<file path="src/rtl/uart_tx_arbiter_if.sv">
// Requester/transmitter bundle for uart_tx_arbiter; master = producers plus UART TX model, slave = arbiter.
interface uart_tx_arbiter_if #(
   parameter int NUM_REQ    = 4,
   parameter int DATA_WIDTH = 8
);
   logic [NUM_REQ-1:0]            req;
   logic [NUM_REQ*DATA_WIDTH-1:0] req_data;
   logic [NUM_REQ-1:0]            req_par_en;
   logic [NUM_REQ-1:0]            req_par_type;
   logic [NUM_REQ-1:0]            grant;
   logic [NUM_REQ-1:0]            done;
   logic [DATA_WIDTH-1:0]         tx_data;
   logic                          tx_data_valid;
   logic                          tx_parity_en;
   logic                          tx_parity_type;
   logic                          tx_busy;
   logic                          timeout_err;

   modport master (
      output req, req_data, req_par_en, req_par_type, tx_busy,
      input  grant, done, tx_data, tx_data_valid, tx_parity_en, tx_parity_type, timeout_err
   );

   modport slave (
      input  req, req_data, req_par_en, req_par_type, tx_busy,
      output grant, done, tx_data, tx_data_valid, tx_parity_en, tx_parity_type, timeout_err
   );
endinterface

</file>
<file path="src/rtl/uart_tx_arbiter.sv">
// Round-robin sharing of one UART transmitter among NUM_REQ requesters; one frame in flight at a time.
// Optional launch timeout enabled by defining UART_ARB_TIMEOUT_EN.
module uart_tx_arbiter #(
   parameter int NUM_REQ        = 4,
   parameter int DATA_WIDTH     = 8,
   parameter int TIMEOUT_CYCLES = 16
) (
   input logic               clk,
   input logic               rst,
   uart_tx_arbiter_if.slave  bus
);
   localparam int PW = (NUM_REQ > 1) ? $clog2(NUM_REQ) : 1;

   typedef enum logic [2:0] {
      S_IDLE,
      S_LAUNCH,
      S_WAIT_BUSY,
      S_WAIT_DONE,
      S_COMPLETE
   } state_t;

   state_t                r_state;
   state_t                w_state_nxt;
   logic [PW-1:0]         r_ptr;
   logic [PW-1:0]         r_gidx;
   logic [NUM_REQ-1:0]    r_grant;
   logic [DATA_WIDTH-1:0] r_tx_data;
   logic                  r_par_en;
   logic                  r_par_type;
   logic                  w_any;
   logic [PW-1:0]         w_sel;
   logic [NUM_REQ-1:0]    w_sel_oh;
   logic                  w_start;
   logic                  w_timeout;

   function automatic logic [PW-1:0] f_wrap(input logic [PW-1:0] p, input int off);
      int s;
      s = int'(p) + off;
      if (s >= NUM_REQ) s = s - NUM_REQ;
      return PW'(s);
   endfunction

   // Descending scan so the requester closest to r_ptr is the last (winning) assignment.
   always_comb begin
      w_any = 1'b0;
      w_sel = '0;
      for (int i = NUM_REQ - 1; i >= 0; i--) begin
         if (bus.req[f_wrap(r_ptr, i)]) begin
            w_any = 1'b1;
            w_sel = f_wrap(r_ptr, i);
         end
      end
   end

   assign w_sel_oh = NUM_REQ'(1) << w_sel;
   assign w_start  = (r_state == S_IDLE) && w_any && !bus.tx_busy;

`ifdef UART_ARB_TIMEOUT_EN
   localparam int CNT_W = $clog2(TIMEOUT_CYCLES + 1);
   logic [CNT_W-1:0] r_to_cnt;
   logic             r_timeout;
   logic             w_to_hit;

   assign w_to_hit = (r_to_cnt == CNT_W'(TIMEOUT_CYCLES - 1));

   always_ff @(posedge clk or posedge rst) begin
      if (rst) begin
         r_to_cnt  <= '0;
         r_timeout <= 1'b0;
      end else begin
         if (r_state == S_LAUNCH)
            r_to_cnt <= '0;
         else if (r_state == S_WAIT_BUSY)
            r_to_cnt <= r_to_cnt + CNT_W'(1);
         r_timeout <= w_timeout;
      end
   end

   assign bus.timeout_err = (r_state == S_COMPLETE) && r_timeout;
`else
   assign bus.timeout_err = 1'b0;
`endif

   always_ff @(posedge clk or posedge rst) begin
      if (rst) r_state <= S_IDLE;
      else     r_state <= w_state_nxt;
   end

   always_comb begin
      w_state_nxt = r_state;
      w_timeout   = 1'b0;
      case (r_state)
         S_IDLE:      if (w_start) w_state_nxt = S_LAUNCH;
         S_LAUNCH:    w_state_nxt = S_WAIT_BUSY;
         S_WAIT_BUSY: begin
            if (bus.tx_busy) begin
               w_state_nxt = S_WAIT_DONE;
            end
`ifdef UART_ARB_TIMEOUT_EN
            else if (w_to_hit) begin
               w_state_nxt = S_COMPLETE;
               w_timeout   = 1'b1;
            end
`endif
         end
         S_WAIT_DONE: if (!bus.tx_busy) w_state_nxt = S_COMPLETE;
         S_COMPLETE:  w_state_nxt = S_IDLE;
         default:     w_state_nxt = S_IDLE;
      endcase
   end

   // Selection snapshot: later changes on the requester side are ignored until the next selection.
   always_ff @(posedge clk or posedge rst) begin
      if (rst) begin
         r_ptr      <= '0;
         r_gidx     <= '0;
         r_grant    <= '0;
         r_tx_data  <= '0;
         r_par_en   <= 1'b0;
         r_par_type <= 1'b0;
      end else begin
         if (w_start) begin
            r_gidx     <= w_sel;
            r_grant    <= w_sel_oh;
            r_tx_data  <= bus.req_data[w_sel*DATA_WIDTH +: DATA_WIDTH];
            r_par_en   <= bus.req_par_en[w_sel];
            r_par_type <= bus.req_par_type[w_sel];
         end
         if (r_state == S_COMPLETE) begin
            r_grant <= '0;
            r_ptr   <= f_wrap(r_gidx, 1);
         end
      end
   end

   assign bus.grant          = r_grant;
   assign bus.done           = (r_state == S_COMPLETE) ? r_grant : '0;
   assign bus.tx_data_valid  = (r_state == S_LAUNCH);
   assign bus.tx_data        = r_tx_data;
   assign bus.tx_parity_en   = r_par_en;
   assign bus.tx_parity_type = r_par_type;

endmodule

</file>
<file path="src/flat_wrapper.sv">
// flat-port wrapper written by rule: the top's interface ports become plain ports
module uart_tx_arbiter_flat 
#(
   parameter int NUM_REQ        = 4,
   parameter int DATA_WIDTH     = 8,
   parameter int TIMEOUT_CYCLES = 16
)
  (clk, rst, bus_req, bus_req_data, bus_req_par_en, bus_req_par_type, bus_tx_busy, bus_grant, bus_done, bus_tx_data, bus_tx_data_valid, bus_tx_parity_en, bus_tx_parity_type, bus_timeout_err);
  uart_tx_arbiter_if #(.NUM_REQ(NUM_REQ), .DATA_WIDTH(DATA_WIDTH)) bus_i ();
  input logic clk;
  input logic rst;
  input wire logic [$bits(bus_i.req)-1:0] bus_req;
  input wire logic [$bits(bus_i.req_data)-1:0] bus_req_data;
  input wire logic [$bits(bus_i.req_par_en)-1:0] bus_req_par_en;
  input wire logic [$bits(bus_i.req_par_type)-1:0] bus_req_par_type;
  input wire logic [$bits(bus_i.tx_busy)-1:0] bus_tx_busy;
  output wire logic [$bits(bus_i.grant)-1:0] bus_grant;
  output wire logic [$bits(bus_i.done)-1:0] bus_done;
  output wire logic [$bits(bus_i.tx_data)-1:0] bus_tx_data;
  output wire logic [$bits(bus_i.tx_data_valid)-1:0] bus_tx_data_valid;
  output wire logic [$bits(bus_i.tx_parity_en)-1:0] bus_tx_parity_en;
  output wire logic [$bits(bus_i.tx_parity_type)-1:0] bus_tx_parity_type;
  output wire logic [$bits(bus_i.timeout_err)-1:0] bus_timeout_err;
  assign bus_i.req = bus_req;
  assign bus_i.req_data = bus_req_data;
  assign bus_i.req_par_en = bus_req_par_en;
  assign bus_i.req_par_type = bus_req_par_type;
  assign bus_i.tx_busy = bus_tx_busy;
  assign bus_grant = bus_i.grant;
  assign bus_done = bus_i.done;
  assign bus_tx_data = bus_i.tx_data;
  assign bus_tx_data_valid = bus_i.tx_data_valid;
  assign bus_tx_parity_en = bus_i.tx_parity_en;
  assign bus_tx_parity_type = bus_i.tx_parity_type;
  assign bus_timeout_err = bus_i.timeout_err;
  uart_tx_arbiter #(.NUM_REQ(NUM_REQ), .DATA_WIDTH(DATA_WIDTH), .TIMEOUT_CYCLES(TIMEOUT_CYCLES)) u_core (.clk(clk), .rst(rst), .bus(bus_i));
endmodule
</file>
<file path="config.mk">
export PLATFORM = sky130hd
export DESIGN_NAME = uart_tx_arbiter_flat
export DESIGN_NICKNAME = d
export VERILOG_FILES = /design/src/rtl/uart_tx_arbiter_if.sv /design/src/rtl/uart_tx_arbiter.sv /design/src/flat_wrapper.sv
export SDC_FILE = /design/constraint.sdc
export NUM_CORES = 1
export LEC_CHECK = 0
export CORE_MARGIN = 2
export CORE_UTILIZATION = 40
export CTS_BUF_LIST = sky130_fd_sc_hd__clkbuf_16
export DETAILED_ROUTE_END_ITERATION = 12
export PLACE_DENSITY = 0.77
export SLEW_MARGIN = 20
export SYNTH_ARGS = -nofsm -noshare
export SYNTH_HDL_FRONTEND = slang
export SYNTH_SLANG_ARGS = --single-unit
</file>
<file path="constraint.sdc">
create_clock -name clk -period 2.55 [get_ports clk]
set_input_delay 0.6375 -clock clk [delete_from_list [all_inputs] [get_ports clk]]
set_output_delay 0.6375 -clock clk [all_outputs]
set_load 0.01 [all_outputs]
</file>
=== Yosys cells after proc, flatten, opt, wreduce, memory -nomap -nowiden ===
Cells that the tools add are included.

* Bits in registers: 21
* Bits of input ports: 47
* Word-level logic and storage cells: 73

* $add $sub $neg: 9
* Magnitude comparators: 10
* Eq/ne operators: 7
* Shift operators: 2
* Multiplexer cells: 32
* Reduce and logical (&&, ||, !) cells: 6

{| class="wikitable"
|+ Operators by type and width
! operator !! count
|-
| indexed part select 32 x 6 -> 8 bit || 1
|-
| 2-to-1 mux 2 bit || 9
|-
| less-than comparator 2 x 3 -> 1 bit (second input constant) || 5
|-
| binary-select mux 1 bit (select 2 bit) || 6
|-
| greater-or-equal comparator 3 bit (second input constant) || 4
|-
| 2-to-1 mux 4 bit || 3
|-
| case mux 3 bit (4 select lines) || 1
|-
| 2-to-1 mux 1 bit || 10
|-
| subtractor 2 x 1 -> 2 bit (second input constant) || 5
|-
| 2-to-1 mux 3 bit || 3
|-
| adder 2 x 1 -> 3 bit (second input constant) || 2
|-
| adder 2 x 2 -> 3 bit (second input constant) || 2
|-
| == test 3 x 2 -> 1 bit (second input constant) || 2
|-
| != test 2 bit (second input constant) || 2
|-
| left shift 1 x 2 -> 4 bit (first input constant) || 1
|-
| == test 3 x 1 -> 1 bit (second input constant) || 1
|-
| == test 3 bit (second input constant) || 1
|-
| greater-or-equal comparator 2 x 3 -> 1 bit (second input constant) || 1
|-
| logical NOT 3 bit || 1
|-
| AND reduction 3 bit || 1
|-
| logical AND 1 bit || 2
|-
| != test 2 x 1 -> 1 bit (second input constant) || 1
|-
| nonzero test 2 bit || 1
|-
| logical NOT 1 bit || 1
|}

=== Longest topological paths before layout ===
* Depth after elaboration: 13
* Mapped depth: 8
* Mapped depth without buffers: 5

=== Worst setup path after synthesis ===
Ideal clock, no wire load.

* Path type: input-to-reg
* From: in bus_req[1]
* To: reg u_core.r_tx_data[0], in the netlist u_core.bus.tx_data[0]
* Setup time: 94 ps
* Data arrival time: 1750 ps
* Required time: 2456 ps
* Setup slack: 706 ps
* Cell stages on the path: 6
* Buffers on the path: 1
* Path through: nor4_2 > nor4b_4 > o31ai_1 > buf_2 > a31oi_1 > a211oi_1

* Word-level cells in the longest chain between the ends: 8
* Elaborated cells between the ends (all ways): 19
* Classes of those cells: shift: 1; mux: 16; reduce/logical: 2

{| class="wikitable"
|+ RTL lines
! what !! line !! text
|-
| start: declaration || flat_wrapper.sv:12 || <nowiki>input wire logic [$bits(bus_i.req)-1:0] bus_req;</nowiki>
|-
| branches (longest 8 deep; another with indexed part select 32 x 6 -> 8 bit) || - ||
|-
| end signal: assignment || uart_tx_arbiter.sv:125 || <nowiki>r_tx_data <= bus.req_data[w_sel*DATA_WIDTH +: DATA_WIDTH];</nowiki>
|-
| end: declaration || uart_tx_arbiter.sv:27 || <nowiki>logic [DATA_WIDTH-1:0] r_tx_data;</nowiki>
|}

Several ways; the timed one is not identified. The select of a mux whose other input is x is not followed.
A chain may end at the register's enable or synchronous reset.

=== Worst setup path in the final report ===
* From: reg u_core.r_state[1]
* To: out bus_done[2]

* Word-level cells in the longest chain between the ends: 2

{| class="wikitable"
|+ RTL lines
! what !! line !! text
|-
| start: declaration || uart_tx_arbiter.sv:22 || <nowiki>state_t r_state;</nowiki>
|-
| start signal: assignment || uart_tx_arbiter.sv:86 || <nowiki>else r_state <= w_state_nxt;</nowiki>
|-
| == test 3 bit || uart_tx_arbiter.sv:137 || <nowiki>assign bus.done = (r_state == S_COMPLETE) ? r_grant : '0;</nowiki>
|-
| 2-to-1 mux 4 bit || uart_tx_arbiter.sv:137 ||
|-
| end: declaration || flat_wrapper.sv:18 || <nowiki>output wire logic [$bits(bus_i.done)-1:0] bus_done;</nowiki>
|}

Every way passes these cells.

==> flow_metrics.env <==
export IMPL_outcome="complete, no violations"
export IMPL_finalHoldViolations=0
export IMPL_synth_seq_cells=21
export IMPL_cts_path_max_buffers=2
export IMPL_ys_warnings_count=0
export IMPL_fmax_ghz=0.426
export IMPL_gr_usage_met1_pct=33.2
export IMPL_nets=256
export IMPL_cts_tree="done"
export IMPL_seq_power_share_pct=32.7
export IMPL_areaGrowthSynthToFinish_pct=61.3
export IMPL_drive_gt1_share_pct=10.1
export IMPL_design_area_mm2=0.00214
export IMPL_gp_congestion=0.776
export IMPL_cts_made_buffers=3
export IMPL_hold_path_class="reg -> reg"
export IMPL_r2r_setup_slack_ps=650
export IMPL_cp_arrival_ps=1710
export IMPL_p_per_area_mw_per_mm2=902
export IMPL_internal_power_w=0.00120
export IMPL_avgRoutedWirePerCell_um=16.6
export IMPL_synth_cell_types=36
export IMPL_viasPerCell=5.56
export IMPL_die_area_mm2=0.00380
export IMPL_startpoint_type="register"
export IMPL_cp_end_kind="primary output"
export IMPL_drtPass1Iterations=4
export IMPL_vias=1402
export IMPL_synth_avg_cell_area_um2=9.22
export IMPL_rows=20
export IMPL_path_cells="nor2_2, and3_1, clkdlybuf4s50_1"
export IMPL_overflow=0
export IMPL_chipWidth_um=61.6
export IMPL_top_usage_layer="met2"
export IMPL_io_pins=67
export IMPL_cts_sinks=21
export IMPL_mostFrequentLayoutCell="clkdlybuf4s50_1"
export IMPL_final_cell_mix="clkdlybuf4s50_1 (65), dfrtp_1 (21), nand2_1 (17), nor2_1 (11), a211oi_1 (11)"
export IMPL_critPathMaxFanout=7
export IMPL_synth_nets=191
export IMPL_clkTransAtPathRegs_ps=60
export IMPL_p_sw_share_pct=37.8
export IMPL_ctsHtreeMaxLevel=1
export IMPL_slew_viol_final=0
export IMPL_switchingPower_w=0.000730
export IMPL_chipHeight_um=61.6
export IMPL_grt_antenna_before_repair=0
export IMPL_pwr_share_comb_pct=49.5
export IMPL_hpwl_mm=3.02
export IMPL_tightest_slew_ps=535
export IMPL_dr_first_iter_drc_count=117
export IMPL_cpPeakStageDelay_ps=540
export IMPL_dpl_cell_area_mm2=0.00205
export IMPL_worst_slack_ps=202
export IMPL_criticalPathCategory="reg -> out"
export IMPL_vdd_ir_drop_max_mv=0.525
export IMPL_antenna_cells=0
export IMPL_post_place_ws_ps=-136
export IMPL_skew_ps=4.46
export IMPL_slew_headroom_pct=64.3
export IMPL_grt_pass1_vias=1357
export IMPL_setup_viol=0
export IMPL_maxCapViolations=0
export IMPL_slowest_stage="clkdlybuf4s50_1"
export IMPL_ys_seq_area_share_pct=39.6
export IMPL_hold_buffers=0
export IMPL_ant_nets=0
export IMPL_crit_required_ps=1910
export IMPL_drc=0
export IMPL_grt_max_degree=22
export IMPL_rsz0062_at_grt="false"
export IMPL_io_buffers=65
export IMPL_grtUsageMet3_pct=2.31
export IMPL_syn_area_mm2=0.00133
export IMPL_period_minus_slack_ps=2350
export IMPL_cts_root_buffer="clkbuf_16"
export IMPL_netlist_instances=144
export IMPL_p_leak_nw=0.856
export IMPL_met2_usage_pct=37.1
export IMPL_grt_pass1_wl_mm=6.53
export IMPL_start_util_pct=42.8
export IMPL_core_area_mm2=0.00310
export IMPL_clkLatencyLatePin_ps=260
export IMPL_routed_wl_mm=4.19
export IMPL_period_share_pct=92.1
export IMPL_track_usage_pct=23.2
export IMPL_clkPwrFrac_pct=17.8
## stage by stage
| step | std cells | total power, W | utilization (%) | hold WS [ps] | TNS [ps] |
|---|---|---|---|---|---|
| finish | 252 | 0.00193 | 69.0 | 526 | 0 |
| global route | 252 | 0.00205 | 69.0 | 549 | 0 |
| floorplan | 144 | 0.00111 | - | 478 | 0 |
| detailed placement | 248 | 0.00158 | 66.0 | 521 | -519 |
| global placement | 248 | 0.00154 | 66.0 | 496 | -56.8 |
| CTS | 252 | 0.00192 | 68.6 | 529 | 0 |
## per-layer routing
metal	vias up	part of all wire, %
met2	53	47
li1	673	-
met4	0	0.81
met5	-	0
met3	5	7.1
met1	671	45
## registers in the layout, indices dropped and copies added, names as in the netlist
signal and cells:
u_core.bus.grant 4, u_core.r_gidx 2, u_core.bus.tx_parity_en 1, u_core.bus.tx_parity_type 1
u_core.r_state 3, u_core.bus.tx_data 8, u_core.r_ptr 2
## Yosys cell counts (all sizes together)
| cell | count | share of area, % |
|---|---|---|
| mux2 | 1 | 0.85 |
| nand2b | 1 | 0.47 |
| a211oi | 11 | 6.2 |
| nand3b | 1 | 0.57 |
| nand2 | 17 | 4.8 |
| nor4 | 2 | 1.4 |
| nor3b | 2 | 1.1 |
| nand4b | 1 | 0.66 |
| nor3 | 2 | 0.75 |
| xnor2 | 1 | 0.66 |
| o21a | 3 | 1.7 |
| and3 | 4 | 1.9 |
| nor4bb | 1 | 0.75 |
| inv | 4 | 1.1 |
| and2 | 10 | 4.7 |
| mux2i | 1 | 0.75 |
| a21boi | 2 | 1.1 |
| o21ai | 3 | 1.1 |
| o221ai | 1 | 1.1 |
| conb | 1 | 0.28 |
| buf | 8 | 3.2 |
| nor2 | 12 | 3.6 |
| a21oi | 3 | 1.1 |
| nor4b | 1 | 1.8 |
| o22ai | 5 | 2.4 |
| a21o | 1 | 0.57 |
| clkbuf | 3 | 0.85 |
| a221oi | 9 | 8.8 |
| a31oi | 9 | 4.2 |
| and3b | 1 | 0.66 |
| dfrtp | 21 | 40 |
| o31ai | 2 | 1.1 |
## final timing paths
kind / from / to / cells past startpoint
max: u_core.r_state[1] / bus_done[2] / 3
min: u_core.r_gidx[0] / u_core.r_ptr[0] / 1
max reg2reg: u_core.r_state[1] / u_core.bus.tx_data[5] / 5
min reg2reg: u_core.r_gidx[0] / u_core.r_ptr[0] / 1
max in group asynchronous: rst / u_core.bus.tx_parity_type / 3
min in group asynchronous: rst / u_core.bus.grant[0] / 3
## power groups by stage
stage | clock network (W) | registers (W) | logic, W
after CTS | 0.000340 | 0.000627 | 0.000955
after floorplan | 0 | 0.000630 | 0.000479
after global placement | 0 | 0.000618 | 0.000920
final | 0.000343 | 0.000632 | 0.000956
after global routing | 0.000356 | 0.000655 | 0.00104
after detailed placement | 0 | 0.000628 | 0.000952
## critical path, delay by kind of cell, from the launching register on
family / cells / cell delay (ps)
buf+inv: 1 / 540
flops: 1 / 440
simple gates: 2 / 470
## logic make-up (layout without fill, tap and decap cells)
group,Yosys count,in the layout,synth area share [%]
buf+inv,15,79,5.18
other cells,1,1,0.282
compound gates,49,49,29.5
simple gates,55,55,23.2
mux,2,2,1.60
xor+xnor,1,1,0.660
flops,21,21,39.6
## repair_timing
| action | in CTS | in global routing |
|---|---|---|
| buffers inserted | 0 | 0 |
| gates resized for setup | 0 | 1 |
| setup endpoints to repair | 0 | 1 |
## layout make-up
class                           instances  area [um2]
Sequential cell                        21         526
Inverter                                4        15.0
Clock buffer                            3        75.1
Clock inverter                          1        5.00
Timing Repair Buffer                   71         721
Fill cell                             251         962
Multi-Input combinational cell        108         744
Tap cell                               44        55.1
(Power assumes the default switching activity.)
